[src/rtl/sift_pkg.sv]
// sift_pkg: shared DoG types, reader FSM state encodings and coordinate sizing.
package sift_pkg;
  localparam int DOG_WIDTH = 9;
  typedef logic signed [DOG_WIDTH-1:0] dog_t;
  localparam logic [1:0] IDLE = 2'd0, SCAN = 2'd1, DRAIN = 2'd2;
  function automatic int coord_w(input int dim);
    return $clog2(dim);
  endfunction
endpackage

[src/rtl/cand_fifo.sv]
// cand_fifo: synchronous candidate FIFO; head reads as zero while empty.
module cand_fifo #(
  parameter int DEPTH = 4,
  parameter int W = 13
) (
  input  logic                     clk,
  input  logic                     rst_ni,
  input  logic                     push_i,
  input  logic                     pop_i,
  input  logic [W-1:0]             din_i,
  output logic [W-1:0]             dout_o,
  output logic                     full_o,
  output logic                     empty_o,
  output logic [$clog2(DEPTH):0]   count_o
);
  localparam int PW = $clog2(DEPTH);
  logic [W-1:0] mem_q [DEPTH];
  logic [PW-1:0] wr_q, rd_q;
  logic [PW:0] cnt_q;
  assign empty_o = cnt_q == '0;
  assign full_o = cnt_q == (PW+1)'(DEPTH);
  assign count_o = cnt_q;
  assign dout_o = empty_o ? '0 : mem_q[rd_q];
  always_ff @(posedge clk) begin
    if (!rst_ni) begin
      wr_q <= '0;
      rd_q <= '0;
      cnt_q <= '0;
    end else begin
      if (push_i) begin
        mem_q[wr_q] <= din_i;
        wr_q <= wr_q + 1'b1;
      end
      if (pop_i) rd_q <= rd_q + 1'b1;
      cnt_q <= cnt_q + (PW+1)'(push_i) - (PW+1)'(pop_i);
    end
  end
endmodule

[src/rtl/dog_candidate_reader.sv]
// dog_candidate_reader: raster-scans a DoG BRAM and streams pixels whose magnitude exceeds THRESHOLD.
module dog_candidate_reader
  import sift_pkg::*;
#(
  parameter int DIMENSION = 64,
  parameter int THRESHOLD = 8,
  parameter int FIFO_DEPTH = 4
) (
  input  logic                                clk,
  input  logic                                rst_in,
  input  logic                                bram_ready,
  output logic [2*coord_w(DIMENSION)-1:0]     dog_addr,
  input  logic [DOG_WIDTH-1:0]                dog_data,
  output logic [coord_w(DIMENSION)-1:0]       cand_x,
  output logic [coord_w(DIMENSION)-1:0]       cand_y,
  output logic [DOG_WIDTH-1:0]                cand_val,
  output logic                                cand_valid,
  input  logic                                cand_ready,
  output logic                                bram_release,
  output logic                                done,
  output logic [2*coord_w(DIMENSION):0]       cand_count
);
  localparam int CW = coord_w(DIMENSION);
  localparam int AW = 2 * CW;
  localparam int FW = $clog2(FIFO_DEPTH) + 1;
  logic [1:0] state_q, state_d;
  logic [AW-1:0] addr_q, addr_d, a1_q, a2_q;
  logic [AW:0] count_q, count_d;
  logic v1_q, v2_q, rel_q, rel_d;
  logic [FW-1:0] fcnt;
  logic [FW:0] used;
  logic fempty, ffull, issue, push, pop;
  logic signed [9:0] v10;
  logic [9:0] mag;
  logic [AW+DOG_WIDTH-1:0] head;
  cand_fifo #(.DEPTH(FIFO_DEPTH), .W(AW + DOG_WIDTH)) u_fifo (
    .clk(clk), .rst_ni(rst_in), .push_i(push), .pop_i(pop), .din_i({a2_q, dog_data}),
    .dout_o(head), .full_o(ffull), .empty_o(fempty), .count_o(fcnt)
  );
  // Reads still in the pipe hold a FIFO slot in reserve, so a return can never overflow it.
  always_comb begin
    used = (FW+1)'(fcnt) + (FW+1)'(v1_q) + (FW+1)'(v2_q);
    issue = state_q == SCAN && !ffull && used < (FW+1)'(FIFO_DEPTH);
    v10 = 10'(dog_t'(dog_data));
    mag = v10 < 0 ? 10'(-v10) : 10'(v10);
    push = v2_q && mag > 10'(THRESHOLD);
    pop = !fempty && cand_ready;
    bram_release = state_q == DRAIN && !v1_q && !v2_q && !rel_q;
    done = state_q == DRAIN && (rel_q || bram_release) && fempty;
    rel_d = state_q == DRAIN ? rel_q | bram_release : 1'b0;
    addr_d = state_q == IDLE ? '0 : addr_q + AW'(issue);
    count_d = (state_q == IDLE && bram_ready) ? '0 : count_q + (AW+1)'(pop);
    state_d = (state_q == IDLE && bram_ready) ? SCAN :
              (state_q == SCAN && issue && addr_q == '1) ? DRAIN :
              done ? IDLE : state_q;
  end
  always_ff @(posedge clk) begin
    if (!rst_in) begin
      state_q <= IDLE;
      addr_q <= '0;
      a1_q <= '0;
      a2_q <= '0;
      v1_q <= 1'b0;
      v2_q <= 1'b0;
      rel_q <= 1'b0;
      count_q <= '0;
    end else begin
      state_q <= state_d;
      addr_q <= addr_d;
      a1_q <= addr_q;
      a2_q <= a1_q;
      v1_q <= issue;
      v2_q <= v1_q;
      rel_q <= rel_d;
      count_q <= count_d;
    end
  end
  assign dog_addr = addr_q;
  assign cand_valid = !fempty;
  assign {cand_y, cand_x, cand_val} = head;
  assign cand_count = count_q;
endmodule

[config.mk]
export PLATFORM = sky130hd
export DESIGN_NAME = dog_candidate_reader
export DESIGN_NICKNAME = d
export VERILOG_FILES = /design/src/rtl/sift_pkg.sv /design/src/rtl/cand_fifo.sv /design/src/rtl/dog_candidate_reader.sv
export SDC_FILE = /design/constraint.sdc
export NUM_CORES = 1
export LEC_CHECK = 0
export ABC_AREA = 1
export CORE_MARGIN = 5
export CORE_UTILIZATION = 47
export CTS_CLUSTER_SIZE = 8
export DETAILED_ROUTE_END_ITERATION = 10
export GPL_TIMING_DRIVEN = 0
export PLACE_DENSITY = 0.68
export REMOVE_ABC_BUFFERS = 1
export SLEW_MARGIN = 15
export SYNTH_ARGS = -nofsm -noshare
export SYNTH_HDL_FRONTEND = slang
export SYNTH_SLANG_ARGS = --single-unit
[constraint.sdc]
create_clock -name clk -period 4.6 [get_ports clk]
set_clock_uncertainty 0.2 [all_clocks]
set_input_delay 0.92 -clock clk [delete_from_list [all_inputs] [get_ports clk]]
set_output_delay 0.92 -clock clk [all_outputs]
set_load 0.03 [all_outputs]
==> run summary, run 1 <==
In the final routed layout, each cell accounts on average for 14.16 µm. The run gives 40 as the number of placement rows. The class of the most critical setup path is reg -> out.

In this run, the number of DRC markers left after iteration 0 of detailed routing was 308. The number of nets still failing antenna checks after routing was 0. The tools report the total number of yosys warnings as 0.

The logs give 0 for the initial antenna violation count and 0.5996 ns for the final setup slack of the worst path. Cell with the most instances after synthesis: nor2_1. Routability-driven placement finished with a final weighted congestion of 0.8484.

TritonCTS built the clock tree. The clock passes through at most 2 buffers. The count of buffers added on input and output ports is 61. The highest clock rate was 250.0 MHz. After synthesis, the most frequently instantiated cells are 118 x nor2_1, 84 x edfxtp_1, 75 x inv_1. At the pin with the least slew margin, the transition time is 0.7753 ns. The vertical die dimension came out at 121.5 µm. A synthesized cell averages 9.879 µm². The tools report the number of sinks handled by clock tree synthesis as 147.

Headroom to the max-slew limit came out at 48.26%. The tools report the final cell count without fillers as 846. The areal power density over the cells was 517.4 nW/µm²; the number of buffers created by CTS was 17.

The cell area that synthesis handed to floorplanning was 5848 µm². For the standard cell core area, the log shows 12110 µm². The worst path uses 86.97% of the clock period. The initial utilization of the core area, before any placement, comes to 48.29%.

The final wirelength is 11980 µm. The share of the Yosys chip area taken by registers is 64.70%. The hold violation total from the final report is 0. For the required time reported for the critical path endpoint, the log shows 3.48 ns. In the post-synthesis netlist, the biggest area contributors are edfxtp_1 43%, dfxtp_1 22%, nor2_1 7.6%. The flow ran to the end, and the final reports show no timing, DRC or antenna violations. For this run, asynchronously set or reset flops after synthesis account for 0%. Setup violations remaining at the end of the flow were counted as 0. The analysis attributes to cell leakage a power of 0.002883 µW.

Timing analysis after detailed placement gives a worst setup slack of 0.3691 ns. The wire-length estimate of the detail-placed layout is 7960 µm. The die boundary width was 121.5 µm. The total negative slack was 0 ns; the area of placed instances was 6746 µm². For the gate count after technology mapping, the log shows 592. IR analysis of the VDD net gives a maximum drop of 262.0 µV. In the final design database the tool counted 692 nets. The first global-routing pass estimated 19580 µm of wire.

The clock insertion delay at the later pin of the skew report was 0.41 ns. The routed design could run at a clock period as short as 4.000 ns. The synthesis-to-finish area growth came out at 25.33%. Across the run, the number of max-cap violations was 0. For this design, the CTS-stage hold fixing added 0 buffers. Clock tree synthesis selected as its root buffer the cell clkbuf_16.

The finished cells cover 7330 µm². For the final count of pins violating max slew, the log shows 0. After clock tree synthesis, the setup repair step added 0 buffers. Antenna diode count: 0. The die covers 14770 µm². The run gives 4080 as the via count of the first global-routing pass. For the count of fill cells added during filler insertion, the log shows 1007. The tools report the remaining routing DRC violations as 0.

62 I/O pins were placed. Summing over every cut layer, the via total after detailed routing is 4151. The clock tree synthesis step divided the H-tree into 4 levels. The first detailed-routing pass took 5 iterations.

The leading register cell type out of synthesis was edfxtp_1. The synthesized design spends more area on one cell type than any other, namely edfxtp_1. The flop and latch count out of synthesis is 147. The endpoint class of the critical path is an output port. After clock tree synthesis, the clock-pin slew on the worst setup and hold paths is 0.06 ns.

The number of flops mapped to enable cells by yosys is 84. The routed via count divided by cell count is 4.907. STA classifies the critical path startpoint as a register. Entering global routing, the biggest net connects 43 pins. The proportion of netlist area held by the largest area contributor works out to 43.13%. Setup repair after global routing left no endpoint under its margin. For the worst setup path, the data arrival time is 2.88 ns. The run gives 814 as the number of cells after detailed placement. The share of layout cells above drive strength 1 is 8.702%. The unique cell type count in the Yosys netlist is 29, and the global routing usage summed across all routing layers is 16.99%. The tightest min-delay check is of the reg -> reg type. Along the worst path, the maximum fanout reaches 22. The total overflow left after global routing is 0.
## power by group
group          internal, µW  leakage (µW)  switching, µW
Combinational           370       0.00136            618
Sequential             1410       0.00124           43.4
Clock                   827      0.000282            520
## cells by family (layout without fill, tap and decap cells)
family	count (synthesis)	in the layout	share of synthesized area (%)
flip-flops	147	147	64.70
AND/OR/NAND/NOR	224	224	15.90
buffers and inverters	98	184	6.418
XOR/XNOR	7	7	1.048
adder cells (fa/ha/maj)	14	14	3.124
AO/OA/AOI/OAI	102	102	8.815
## cells in the final DEF, fill, tap and decap left out, types with 5 or more instances in the layout
cell,n
a21oi_1,46
buf_4,5
buf_6,5
clkbuf_16,18
clkdlybuf4s50_1,60
dfxtp_1,61
edfxtp_1,84
ha_1,13
inv_1,75
nand2_1,70
nand3_1,14
nor2_1,118
o21ai_0,53
## routing by layer
layer,share of wire [%],wire [µm],up-vias,GRT usage (%)
li1,-,-,2090,-
met5,0,0,-,0
met4,1.3,159,0,5.182
met3,4.6,556,19,5.617
met2,49,5924,120,28.98
met1,45,5343,1922,20.50
## repair_timing
action | 4_1_cts | 5_1_grt
endpoints found under the hold margin | 0 | 0
resized for setup | 0 | 1
endpoints found under the setup margin | 0 | 15
## worst max-delay path, cell delays in order (launching register included)
cell and delay (ns):
dfxtp_2 0.65, inv_1 0.51, nor2_1 0.24, o21ai_0 0.12, a21oi_1 0.24, clkdlybuf4s50_1 0.71
## sequential cells by signal, summed over array words and instances, names as in the netlist, named ones only
register / cells
a1_q: 12
a2_q: 12
cand_count: 13
dog_addr: 12
rel_q: 1
state_q: 2
u_fifo.count_o: 3
u_fifo.mem_q: 84
u_fifo.rd_q: 2
u_fifo.wr_q: 2
v1_q: 1
v2_q: 1
## per-stage QoR
step	util, %	power, µW	hold WS (ns)
after floorplan	-	2042	0.1900
after global placement	54.41	2424	0.1940
after detailed placement	55.70	2486	0.1953
after CTS	60.55	3830	0.2090
after global routing	60.52	3972	0.2346
final	60.52	3792	0.2068
## final cells by class
type | count | area (µm²) | share of cell area, %
tap | 168 | 210.2 | 2.868
clock buffer | 19 | 454.2 | 6.197
timing repair buffer | 73 | 734.5 | 10.02
multi-input combinational | 347 | 1715 | 23.40
sequential | 147 | 3786 | 51.66
clock inverter | 13 | 132.6 | 1.809
inverter | 79 | 296.5 | 4.046
## path summary, 6_finish.rpt
kind	from	to	slack, ns	cells past startpoint
worst max-delay path	register	cand_x[2]	0.60	5
worst min-delay path	a1_q[9]	a2_q[9]	0.21	2
worst max register to register	u_fifo.count_o[1]	u_fifo.count_o[2]	1.83	9
worst min register to register	a1_q[9]	a2_q[9]	0.21	2
Power figures use the tool's default switching activity.
==> run 2, diff against run 1 <==
--- a/config.mk
+++ b/config.mk
@@ -10,8 +10,7 @@
 export CORE_UTILIZATION = 47
 export CTS_CLUSTER_SIZE = 8
 export DETAILED_ROUTE_END_ITERATION = 10
-export GPL_TIMING_DRIVEN = 0
-export PLACE_DENSITY = 0.68
+export PLACE_DENSITY_LB_ADDON = 0.3
 export REMOVE_ABC_BUFFERS = 1
 export SLEW_MARGIN = 15
 export SYNTH_ARGS = -nofsm -noshare
==> run summary, run 2 (same netlist as run 1, synthesis figures left out) <==
The flow ran to the end, and the final reports show no timing, DRC or antenna violations. The setup path with the least slack is of type reg -> out. Walking the worst path, the cells encountered are inv_2 > o21ai_0 > a21oi_1 > clkdlybuf4s50_1.

For the detailed-route via count, the log shows 4107 (-1.1%). In this design, the largest share of critical-path delay is due to buffers and inverters. The final critical-path required period is 3.741 ns (-0.2591 ns). For the final wirelength, the log shows 12060 µm (+0.63%). The synthesis-to-finish area growth was 25.52%; the largest driver fanout on the critical path was 42 (+91%). The core utilization of the finished layout is 60.61% (+0.093 points).

Global-route wire length before repair: 20320 µm (+3.8%). For the number of iterations in the first detailed-routing pass, the log shows 4 (-1). The number of flip-flops under the largest register name is 84 (unchanged), and the arrival time reported for the critical path endpoint is 2.62 ns (-0.26 ns).

The sum of internal, switching and leakage power came out at 3803 µW (+0.27%). The root buffer cell chosen for the clock tree is clkbuf_16. The area of placed instances was 6736 µm² (-0.15%); the area of the die was 14770 µm² (unchanged). The routed length per placed instance was 14.27 µm (+0.75%); the pre-CTS setup slack was 0.7319 ns (+0.3628 ns). The areal power density over the cells is 518.0 nW/µm² (+0.12%), and the antenna diode count is 0 (unchanged). Standard cell core area: 12110 µm² (unchanged). Quantity of I/O buffers inserted on ports: 61 (unchanged). Leaving out fill and tap cells, the most frequent cell in the layout is nor2_1. For the global routing usage summed across all routing layers, the log shows 17.34% (+0.35 points). In this run the worst hold path is classified as reg -> reg. The actual slew at the worst max-slew pin is 0.6040 ns (-0.1713 ns), and the count of fill cells added during filler insertion is 1010 (+0.30%). The tools report the required time reported for the critical path endpoint as 3.48 ns (about the same).

The pin count of the biggest net entering global routing is 43 (unchanged). The cell at the slowest stage of the critical path is clkdlybuf4s50_1. The run gives 691 (-0.14%) as the number of nets in the finished design.

The tools report the initial antenna violation count as 0 (unchanged). The count of cells resized by post-cts repair is 0 (unchanged), and the post-route standard cell area excluding fillers is 7341 µm² (+0.15%). The library cells used most frequently in the layout, excluding fill and tap cells, are 118 x nor2_1, 84 x edfxtp_1, 75 x inv_1.

The tools report the number of placement rows as 40 (unchanged). TritonCTS built the clock tree. The run gives 0 (unchanged) as the number of nets still failing antenna checks after routing. The highest layer used for signal routing was met4.

The post-route met1 wirelength was 5444 µm (+1.9%); the routed via count divided by cell count was 4.860 (-0.94%). The vertical die dimension was 121.5 µm (unchanged); the total negative slack was 0 ns (unchanged). Max-cap check violation count: 0 (unchanged). The run gives 48.29% (unchanged) as the effective utilization at floorplan.

The tools report the number of top-level pins as 62 (unchanged). The length of routed met3 wiring was 646 µm (+16%). The number of hold buffers added after cts is 0 (unchanged), and the count of buffers added by post-CTS timing repair for setup is 0 (unchanged). The tools report the maximum level of the CTS H-tree as 4 (unchanged). The share of layout cells above drive strength 1 is 8.124% (-0.58 points), and the leakage power of the design is 0.002886 µW (+0.10%).

The worst setup path is captured at an output port. The logs give 0 (unchanged) for the total congestion overflow after global routing and 17 (unchanged) for the number of buffers created by CTS. For the hold violation total from the final report, the log shows 0 (unchanged).

Setup repair after global routing left no endpoint under its margin. The clock slew at the register clock pins of the worst setup and hold paths was 0.06 ns (about the same). The final critical-path share of the clock period is 81.33% (-5.6 points).

Peak per-stage delay on the critical path: 0.72 ns (about the same). The logs give 147 (unchanged) for the number of sinks handled by clock tree synthesis and 0.8587 ns (+0.2591 ns) for the final setup slack of the worst path. The logs give 267.3 MHz (+6.9%) for the highest clock rate and 2 (unchanged) for the maximum clock path buffer count. The run gives 0.8426 (-0.68%) as the placer congestion estimate. The remaining routing DRC violations is 0 (unchanged), and the violation count after the first detailed-route iteration is 193 (-37%).

The count of buffer and inverter cells on the critical path is 2 (unchanged), and the setup-violating endpoint count in the final report is 0 (unchanged). The clock insertion delay at the later pin of the skew report was 0.41 ns (about the same). The final count of pins violating max slew is 0 (unchanged). The tools report the maximum ir drop on the vdd rail as 306.5 µV (+17%). The headroom to the max-slew limit was 59.67% (+11 points).

More flip-flops sit in one register than any other, and that register is u_fifo.mem_q. The via count of the first global-routing pass is 4240 (+3.9%). The met2 wire length was 5827 µm (-1.6%); the die boundary width was 121.5 µm (unchanged). The run gives 7730 µm (-2.9%) as the HPWL after detailed placement. STA classifies the critical path startpoint as a register.
## run 2: cell count changes in the layout (fill, tap and decap cells not counted), sizes merged
| cell | delta |
|---|---|
| bufinv | -1 |
| clkinvlp | -2 |
| clkbuf | +3 |
| buf | -2 |
| clkdlybuf4s50 | +1 |
## run 2: worst register-to-register path, stage by stage, from the launching register on
cell and delay [ns]:
dfxtp_1 0.50, nor3_4 0.08, buf_4 0.24, nor2_1 0.36, ha_1 0.26, ha_1 0.18
nand2_1 0.07, nor2_1 0.14, nand2_1 0.06, inv_1 0.07, nand2_1 0.12, nor2_2 0.18
nand2_1 0.08, o21ai_0 0.15, a21oi_1 0.05
## run 2: report_power, final
group	total, µW	internal, µW	leakage (µW)	switching (µW)
logic	979	357	0.00135	622
clock network	1370	844	0.000296	523
registers	1460	1410	0.00124	45.5
total	3800	2610	0.00289	1190
## run 2: area by class of cell
type	count	area [µm²]	share of cell area, %
multi-input cells	347	1715	23.37
clock inverters	10	96.34	1.312
clock buffers	22	508.0	6.920
well taps	168	210.2	2.863
repair buffers	72	730.7	9.954
inverters	79	296.5	4.040
flip-flops and latches	147	3784	51.54
## run 2: final timing paths
path,to,from,depth (start not counted),slack [ns]
min reg2reg,a2_q[6],a1_q[6],2,0.21
max reg2reg,cand_count[12],u_fifo.count_o[1],14,1.73
min,a2_q[6],a1_q[6],2,0.21
max,cand_y[2],register,4,0.86
## run 2: per-stage QoR
step	std cells	hold slack [ns]
after detailed placement	813	0.1972
final	845	0.2110
after CTS	845	0.2111
after global placement	813	0.1918
after global routing	845	0.2421
after floorplan	573	0.1900
## run 2: metal layers
layer / vias to the layer above / track usage (%)
li1: 2082 / -
met1: 1904 / 22.38
met2: 105 / 27.88
met3: 16 / 4.968
met4: 0 / 6.513
met5: - / 0
==> run 3, diff against run 2 <==
==> constraint.sdc (replaced) <==
create_clock -name clk -period 3.78 [get_ports clk]
set_clock_uncertainty 0.2 [all_clocks]
set_input_delay 0.756 -clock clk [delete_from_list [all_inputs] [get_ports clk]]
set_output_delay 0.756 -clock clk [all_outputs]
set_load 0.03 [all_outputs]
==> run summary, run 3 (same netlist as run 1, synthesis figures left out) <==
The setup-violating endpoint count in the final report was 0 (unchanged); the number of hold buffers added after cts was 0 (unchanged). Post-route standard cell area excluding fillers: 7318 µm² (-0.31%). The run finished with clean final reports.

The actual slew at the worst max-slew pin was 0.7631 ns (+0.1591 ns); the number of sinks handled by clock tree synthesis was 147 (unchanged). For the global routing usage summed across all routing layers, the log shows 17.85% (+0.51 points). The areal power density over the cells was 627.8 nW/µm² (+21%). For the count of buffers added by post-CTS timing repair for setup, the log shows 0 (unchanged).

The violation count after the first detailed-route iteration is 280 (+45%). On the critical path the largest part of the delay comes from buffers and inverters. The logs give 0 (unchanged) for the number of nets still failing antenna checks after routing and 48.29% (unchanged) for the effective utilization at floorplan. The run gives 12280 µm (+1.8%) as the final wirelength. Traced cell by cell, the critical path runs through inv_2 > o21ai_0 > a21oi_1 > clkdlybuf4s50_1. The initial antenna violation count was 0 (unchanged); the maximum clock path buffer count was 2 (unchanged).

The total negative slack was 0 ns (unchanged). The logs give 4337 (+2.3%) for the via count of the first global-routing pass and 1715 µm² (unchanged) for the multi-input combinational cell area. Arrival time reported for the critical path endpoint: 2.46 ns (-0.16 ns). Leaving out fill and tap cells, the most frequent cell in the layout is nor2_1. The tools report the sum of internal, switching and leakage power as 4595 µW (+21%). The sequential cell area was 3784 µm² (unchanged); the final count of pins violating max slew was 0 (unchanged). The remaining routing DRC violations is 0 (unchanged).

The global-route wire length before repair is 20470 µm (+0.71%), and the number of iterations in the first detailed-routing pass is 5 (+1). The tools report the total congestion overflow after global routing as 0 (unchanged). The tools report the max-cap check violation count as 0 (unchanged). The smallest clock period supported by the final layout is computed as 3.411 ns.

The tools report the root buffer cell as clkbuf_16. Number of placement rows: 40 (unchanged). Count of fill cells added during filler insertion: 1021 (+1.1%).

The routed length per placed instance was 14.48 µm (+1.4%). The clock insertion delay at the later pin of the skew report came out at 0.41 ns (about the same). Largest driver fanout on the critical path: 42 (unchanged). Setup repair after global routing left no endpoint under its margin.

The area of placed instances came out at 6729 µm² (-0.11%). The logs give 2.82 ns (-0.66 ns) for the required time reported for the critical path endpoint and 0.8121 (-3.6%) for the placer congestion estimate. The run gives 62 (unchanged) as the number of top-level pins.

The logs give 17 (unchanged) for the number of buffers created by CTS and 342.8 µV (+12%) for the maximum ir drop on the vdd rail. Number of nets in the finished design: 695 (+0.58%). The clock slew at the register clock pins of the worst setup and hold paths is 0.05 ns (about the same).

The run gives 14770 µm² (unchanged) as the area of the die. From synthesis to final layout, the design area changed by 25.14%. Share of layout cells above drive strength 1: 8.676% (+0.55 points). The vertical die dimension is 121.5 µm (unchanged), and the routed via count divided by cell count is 4.980 (+2.5%).

The detailed-route via count is 4223 (+2.8%), and the count of buffer and inverter cells on the critical path is 2 (unchanged). The quantity of I/O buffers inserted on ports was 61 (unchanged); the headroom to the max-slew limit was 49.07% (-11 points). The final critical-path share of the clock period works out to 90.24%.

TritonCTS built the clock tree. For this design, the slowest cell found on the critical path is clkdlybuf4s50_1. The leakage power of the design came out at 0.002898 µW (+0.44%). In the layout the commonest cells are 118 x nor2_1, 84 x edfxtp_1, 75 x inv_1. The critical path is of the reg -> out type. The core utilization of the finished layout was 60.42% (-0.19 points). The tools report the hold violation total from the final report as 0 (unchanged). The tightest min-delay check is of the reg -> reg type. The antenna diode count is 0 (unchanged), and the maximum level of the CTS H-tree is 4 (unchanged). Count of cells resized by post-cts repair: 0 (unchanged). The final hold slack was 0.2087 ns (-0.002306 ns); the peak per-stage delay on the critical path was 0.72 ns (about the same).

The die boundary width is 121.5 µm (unchanged). The number of flip-flops under the largest register name was 84 (unchanged). The endpoint class of the critical path was an output port. Derived from the worst setup path, the maximum achievable clock frequency is 293.2 MHz. The standard cell core area was 12110 µm² (unchanged).

The pin count of the biggest net entering global routing came out at 43 (unchanged). More flip-flops sit in one register than any other, and that register is u_fifo.mem_q. HPWL after detailed placement: 8012 µm (+3.6%). The tools report the critical path launch point type as a register.
run 3: cell count changes in the layout (fill, tap and decap cells not counted):
cell and change:
clkinvlp_4 +1, buf_12 -3, buf_4 +7, clkinv_4 -1, clkbuf_1 -1, clkbuf_16 -1
inv_4 +1, clkinv_2 -1, clkbuf_8 +1
run 3: area by class of cell:
class | instances | share of cell area, %
flip-flops and latches | 147 | 51.70
multi-input cells | 347 | 23.44
repair buffers | 76 | 9.882
clock buffers | 21 | 6.736
inverters | 79 | 4.052
well taps | 168 | 2.872
clock inverters | 10 | 1.316
run 3: metal layers:
metal / routed length (µm) / vias to the layer above / track usage, %
met5: 0 / - / 0
met4: 285 / 0 / 7.283
met3: 672 / 29 / 4.782
met2: 5992 / 139 / 30.64
met1: 5326 / 1965 / 21.32
li1: - / 2090 / -
run 3: final timing paths:
| check | start | endpoint | slack [ns] | cells after the start |
|---|---|---|---|---|
| max | register | cand_x[2] | 0.37 | 4 |
| min | a1_q[9] | a2_q[9] | 0.21 | 2 |
| max reg2reg | v2_q | dog_addr[10] | 1.15 | 13 |
| min reg2reg | a1_q[9] | a2_q[9] | 0.21 | 2 |
run 3: power by group:
| part | total, µW | switching, µW | internal [µW] | leakage [µW] |
|---|---|---|---|---|
| logic | 1200 | 762 | 440 | 0.00136 |
| registers | 1760 | 45.1 | 1720 | 0.00125 |
| clock network | 1630 | 629 | 1000 | 0.000286 |
run 3: worst reg2reg max path, stage by stage (launching register included):
cell     delay (ns)
dfxtp_1        0.45
ha_1           0.27
a21oi_1        0.14
inv_1          0.08
a21oi_1        0.18
nand2_1        0.10
inv_1          0.08
ha_1           0.19
ha_1           0.19
nand3_1        0.14
nor2_1         0.20
nand2_1        0.09
o21ai_0        0.15
a21oi_1        0.05
run 3: stage by stage:
| step | setup WS (ns) | instances |
|---|---|---|
| after floorplan | 0.09087 | 573 |
| after global placement | 0.4171 | 817 |
| after detailed placement | 0.2577 | 817 |
| after CTS | 0.3272 | 848 |
| after global routing | 0.1780 | 848 |
| final | 0.3690 | 848 |
